==> config.mk <==
export PLATFORM = sky130hd
export DESIGN_NAME = regfile_write_arbiter
export DESIGN_NICKNAME = d
export VERILOG_FILES = /design/src/rtl/regfile_write_arbiter_pkg.sv /design/src/rtl/regfile_write_arbiter_wb_fifo.sv /design/src/rtl/regfile_write_arbiter.sv
export SDC_FILE = /design/constraint.sdc
export NUM_CORES = 1
export LEC_CHECK = 0
export ABC_AREA = 1
export BUFFER_PORTS_ARGS = -buffer_cell sky130_fd_sc_hd__buf_2
export CORE_ASPECT_RATIO = 0.7
export CORE_MARGIN = 2
export CORE_UTILIZATION = 40
export CTS_CLUSTER_SIZE = 12
export DETAILED_ROUTE_END_ITERATION = 10
export GPL_ROUTABILITY_DRIVEN = 0
export PLACE_DENSITY = 0.63
export SYNTH_ARGS = -nofsm -noshare
export SYNTH_HDL_FRONTEND = slang
export SYNTH_SLANG_ARGS = --single-unit
==> constraint.sdc <==
create_clock -name clock -period 2.7 [get_ports clock]
set_input_delay 0 -clock clock [delete_from_list [all_inputs] [get_ports clock]]
set_output_delay 0 -clock clock [all_outputs]
set_load 0.005 [all_outputs]
==> src/rtl/regfile_write_arbiter_pkg.sv <==
// Shared definitions for the register-file write-port arbiter and its long-result FIFO.
package regfile_write_arbiter_pkg;

  localparam int unsigned DATA_W_DEF = 32;
  localparam int unsigned ADDR_W_DEF = 5;

  typedef logic [ADDR_W_DEF-1:0] regIdx_t;

  localparam regIdx_t REG_ZERO = '0;

  typedef enum logic [1:0] {
    GRANT_NONE,
    GRANT_PIPE,
    GRANT_FIFO
  } grant_e;

endpackage

==> src/rtl/regfile_write_arbiter_wb_fifo.sv <==
// Small in-order FIFO for long-latency write-back results; exposes per-slot
// contents so the owner can decode which destinations are still buffered.
module wb_fifo #(
  parameter int unsigned DEPTH = 2,
  parameter int unsigned WIDTH = 37
) (
  input  logic                       clock,
  input  logic                       resetN,
  input  logic                       push,
  input  logic                       pop,
  input  logic [WIDTH-1:0]           pushData,
  output logic [WIDTH-1:0]           head,
  output logic [$clog2(DEPTH):0]     count,
  output logic                       full,
  output logic                       empty,
  output logic [DEPTH-1:0]           slotValid,
  output logic [DEPTH*WIDTH-1:0]     slotData
);

  localparam int unsigned PTR_W = $clog2(DEPTH);
  localparam int unsigned CNT_W = PTR_W + 1;

  logic [WIDTH-1:0] mem [DEPTH];
  logic [PTR_W-1:0] wrPtr;
  logic [PTR_W-1:0] rdPtr;

  assign head  = mem[rdPtr];
  assign full  = (count == CNT_W'(DEPTH));
  assign empty = (count == '0);

  always_ff @(posedge clock or negedge resetN) begin
    if (!resetN) begin
      wrPtr     <= '0;
      rdPtr     <= '0;
      count     <= '0;
      slotValid <= '0;
    end else begin
      // Caller guarantees push only when not full and pop only when not empty,
      // so the two slot updates never target the same index.
      if (pop) begin
        rdPtr            <= rdPtr + PTR_W'(1);
        slotValid[rdPtr] <= 1'b0;
      end
      if (push) begin
        wrPtr            <= wrPtr + PTR_W'(1);
        slotValid[wrPtr] <= 1'b1;
      end
      if (push && !pop)      count <= count + CNT_W'(1);
      else if (pop && !push) count <= count - CNT_W'(1);
    end
  end

  always_ff @(posedge clock) begin
    if (push) mem[wrPtr] <= pushData;
  end

  always_comb begin
    slotData = '0;
    for (int unsigned i = 0; i < DEPTH; i++) begin
      slotData[i*WIDTH +: WIDTH] = mem[i];
    end
  end

endmodule

==> src/rtl/regfile_write_arbiter.sv <==
// Arbitrates the single register-file write port between the pipeline
// write-back stage and buffered multi-cycle results, with starvation relief.
module regfile_write_arbiter
  import regfile_write_arbiter_pkg::*;
#(
  parameter int unsigned DATA_W       = DATA_W_DEF,
  parameter int unsigned ADDR_W       = ADDR_W_DEF,
  parameter int unsigned FIFO_DEPTH   = 2,
  parameter int unsigned STARVE_LIMIT = 4
) (
  input  logic                      clock,
  input  logic                      resetN,
  input  logic                      pipeValid,
  input  logic [ADDR_W-1:0]         pipeRd,
  input  logic [DATA_W-1:0]         pipeData,
  output logic                      pipeStall,
  input  logic                      longValid,
  input  logic [ADDR_W-1:0]         longRd,
  input  logic [DATA_W-1:0]         longData,
  output logic                      longReady,
  output logic                      rfWriteEn,
  output logic [ADDR_W-1:0]         rfRd,
  output logic [DATA_W-1:0]         rfWriteData,
  output logic [(1<<ADDR_W)-1:0]    pendingMask
);

  localparam int unsigned ENTRY_W = ADDR_W + DATA_W;
  localparam int unsigned SC_W    = $clog2(STARVE_LIMIT + 1);
  localparam int unsigned CNT_W   = $clog2(FIFO_DEPTH) + 1;

  logic                          fifoPush;
  logic                          fifoPop;
  logic                          fifoFull;
  logic                          fifoEmpty;
  logic [CNT_W-1:0]              fifoCount;
  logic [ENTRY_W-1:0]            fifoHead;
  logic [FIFO_DEPTH-1:0]         slotValid;
  logic [FIFO_DEPTH*ENTRY_W-1:0] slotData;

  logic [SC_W-1:0] starveCnt;
  logic            forced;
  logic            pipeReq;
  grant_e          grant;

  wb_fifo #(
    .DEPTH (FIFO_DEPTH),
    .WIDTH (ENTRY_W)
  ) uFifo (
    .clock     (clock),
    .resetN    (resetN),
    .push      (fifoPush),
    .pop       (fifoPop),
    .pushData  ({longRd, longData}),
    .head      (fifoHead),
    .count     (fifoCount),
    .full      (fifoFull),
    .empty     (fifoEmpty),
    .slotValid (slotValid),
    .slotData  (slotData)
  );

  // Stall derives only from registered state so the pipeline can use it early.
  assign forced    = (starveCnt == SC_W'(STARVE_LIMIT)) && (fifoCount != '0);
  assign pipeStall = forced;
  assign longReady = !fifoFull;
  assign pipeReq   = pipeValid && (pipeRd != ADDR_W'(REG_ZERO));
  assign fifoPush  = longValid && !fifoFull && (longRd != ADDR_W'(REG_ZERO));
  assign fifoPop   = (grant == GRANT_FIFO);

  always_comb begin
    grant = GRANT_NONE;
    if (forced)          grant = GRANT_FIFO;
    else if (pipeReq)    grant = GRANT_PIPE;
    else if (!fifoEmpty) grant = GRANT_FIFO;
  end

  always_ff @(posedge clock or negedge resetN) begin
    if (!resetN) begin
      starveCnt <= '0;
    end else if (fifoEmpty || grant == GRANT_FIFO) begin
      starveCnt <= '0;
    end else if (starveCnt != SC_W'(STARVE_LIMIT)) begin
      starveCnt <= starveCnt + SC_W'(1);
    end
  end

  always_ff @(posedge clock or negedge resetN) begin
    if (!resetN) begin
      rfWriteEn   <= 1'b0;
      rfRd        <= '0;
      rfWriteData <= '0;
    end else begin
      rfWriteEn <= (grant != GRANT_NONE);
      if (grant == GRANT_PIPE) begin
        rfRd        <= pipeRd;
        rfWriteData <= pipeData;
      end else if (grant == GRANT_FIFO) begin
        rfRd        <= fifoHead[DATA_W +: ADDR_W];
        rfWriteData <= fifoHead[DATA_W-1:0];
      end
    end
  end

  always_comb begin
    pendingMask = '0;
    for (int unsigned i = 0; i < FIFO_DEPTH; i++) begin
      if (slotValid[i]) pendingMask[slotData[i*ENTRY_W + DATA_W +: ADDR_W]] = 1'b1;
    end
    if (rfWriteEn) pendingMask[rfRd] = 1'b1;
  end

endmodule
==> impl_metrics.ini <==
[sta]
fin_tns_setup_ps = 0
setup_slack_ps = 286
rsz0062_at_grt = false
slew_headroom = 0.263
drv_slew = 0
period_needed_ps = 2410
hold_viol_final = 0
clock_skew_ps = 9.33
setup_viol = 0
fmax_mhz = 414
hold_slack_ps = 51.2
timing.final.crit_share = 0.894
worst_slew_pin_slew_ps = 1110

[cts]
clk_pin_slew_ps = 60
clk_path_buf_depth = 2
cts_root_buf = clkbuf_16
cts_sinks = 121
cts_made_buffers = 17
cts_setup_buffers = 0
cts_resized = 0
clk_latency_ps = 410
htreeDepth = 4
cts_tree = yes

[grt]
grt_pass1_vias = 5517
grt_max_degree = 48
grt-ovfl-total = 0
antenna_found_initial = 0
grt_pass1_wl_um = 27900
track_usage = 0.229

[logic_synthesis]
synth.distinct_cells = 23
syn_inst = 662
ys_ff_latch = 121
seq_area_frac_synth = 0.593
synth_fp_nets = 746
netlist_area_um2 = 5730
avgSynthCellArea_um2 = 8.65
ys_warn_count = 0

[floorplanning]
core_um2 = 14000
ioPinCount = 150
die_w_um = 147
start_util = 0.410
die_area_um2 = 15300
fp-row-count = 36
die_h_um = 104

[outcome]
status = complete, no violations

[setup_path]
critical_path.max_stage_delay_ps = 480
path_class = register to register
endpoint_kind = register
crit_chain = inv_1, ha_1, nand2_1, nor2_1, inv_2, nand3_1, nand2_1, ha_2, buf_4, a21oi_1, a21oi_1
start_kind = register
crit_required_ps = 3030
crit_fanout = 20
crit_arrival_ps = 2740
cp_slowest_cell = ha_2

[placement]
dpl-instance-area_um2 = 6660
port_buffers = 149
place_ws_ps = 367
dpl.hpwl_um = 11200
dp_cells = 986

[layout]
syn2layout_area_growth_pct = 39.6
final_nets = 974
fin_area_um2 = 8000
nFillCells = 1224
fin_util = 0.573
final_common_cell = nand2_1
antenna_cells = 0
final_cell_mix = 270 x nand2_1, 149 x buf_2, 75 x dlygate4sd3_1
fin_cells = 1093
layout-drive-gt1-share = 0.225

[power]
design_power_total_mw = 8.38
peakVddDrop_mv = 0.650
p_per_area_nw_per_um2 = 1050
leakage_nw = 3.75

[detailed_routing]
drc = 0
ant_nets = 0
wl_per_cell_um = 15.5
num_vias = 5569
wl_um = 17000
drt-initial-drc-count = 416
firstDrtPassIters = 6
vias_per_cell = 5.10

[hold_path]
hold_path.class = primary input to register

[flow_run]
cap_viol_max_count = 0
-- timing repair --
action                                  4_1_cts  5_1_grt
hold endpoints to repair                    158        0
hold buffers                                 75        0
endpoints found under the setup margin        0        0
-- kinds of logic (layout without fill, tap and decap cells) --
group / after synthesis / after routing / synth area share
simple gates: 396 / 396 / 0.274
xor+xnor: 3 / 3 / 0.00459
compound gates: 77 / 77 / 0.0682
buf+inv: 59 / 300 / 0.0470
flops: 121 / 121 / 0.593
fa+ha+maj: 6 / 6 / 0.0131
-- Yosys cell counts --
| library cell | n | area, µm² |
|---|---|---|
| buf_4 | 3 | 22.5 |
| nand3_1 | 44 | 220 |
| nor2_2 | 2 | 12.5 |
| inv_2 | 10 | 37.5 |
| clkbuf_1 | 1 | 3.75 |
| nand4_1 | 1 | 6.26 |
| xor2_1 | 1 | 8.76 |
| buf_2 | 11 | 55.1 |
| o21ai_1 | 2 | 10.0 |
| nand2_1 | 270 | 1010 |
| xnor2_1 | 2 | 17.5 |
| o21ai_0 | 1 | 5.00 |
| buf_1 | 4 | 15.0 |
| dfrtp_1 | 47 | 1180 |
| buf_6 | 3 | 33.8 |
| a21boi_1 | 2 | 15.0 |
| edfxtp_1 | 74 | 2220 |
| nor3_2 | 2 | 20.0 |
| a21oi_1 | 72 | 360 |
| inv_1 | 27 | 101 |
| nor2_1 | 71 | 267 |
| ha_1 | 6 | 75.1 |
| nor3_1 | 6 | 30.0 |
-- path summary, 6_finish.rpt --
check                             start            endpoint  slack, ps  cells after the start
min                           longValid  uFifo.slotValid[1]         50                      4
max                        starveCnt[0]     rfWriteData[12]        290                     11
min in group asynchronous        resetN      rfWriteData[8]        330                      2
min reg2reg                 uFifo.wrPtr         uFifo.wrPtr        500                      2
max reg2reg                starveCnt[0]     rfWriteData[12]        290                     11
max in group asynchronous        resetN     rfWriteData[24]       1670                      2
-- power breakdown --
part / switching [mW] / leakage, nW / total [mW] / internal (mW)
registers: 0.385 / 1.23 / 3.02 / 2.63
logic: 1.99 / 2.24 / 3.11 / 1.12
clock network: 0.809 / 0.279 / 2.25 / 1.44
total: 3.18 / 3.75 / 8.38 / 5.19
-- final cells by class --
cell class                 count  area [µm²]  area share
multi-input combinational    482        2060       0.258
inverter                      37         139      0.0174
tap                          190         238      0.0297
clock buffer                  19         433      0.0541
clock inverter                13         154      0.0192
sequential                   121        3400       0.425
timing repair buffer         231        1570       0.197
-- metal layers --
layer  global-route usage  wire length, µm  vias up
li1                     -                -     2617
met3               0.0482             1180       44
met2                0.352             7720      269
met4               0.0687              246        0
met5                    0                0        -
met1                0.328             7830     2639
-- worst max-delay path, delay by kind of cell, from the launching register on --
| kind | cells | cell delay [ps] |
|---|---|---|
| fa+ha+maj | 2 | 680 |
| simple gates | 4 | 470 |
| buf+inv | 3 | 480 |
| compound gates | 2 | 280 |
| flops | 1 | 400 |
-- state kept, by name (all words and copies together) (netlist names) --
register / cells
rfWriteEn: 1
uFifo.wrPtr: 1
uFifo.count: 2
rfRd: 5
starveCnt: 3
uFifo.slotValid: 2
uFifo.mem: 74
rfWriteData: 32
uFifo.rdPtr: 1
Power figures use the tool's default switching activity.
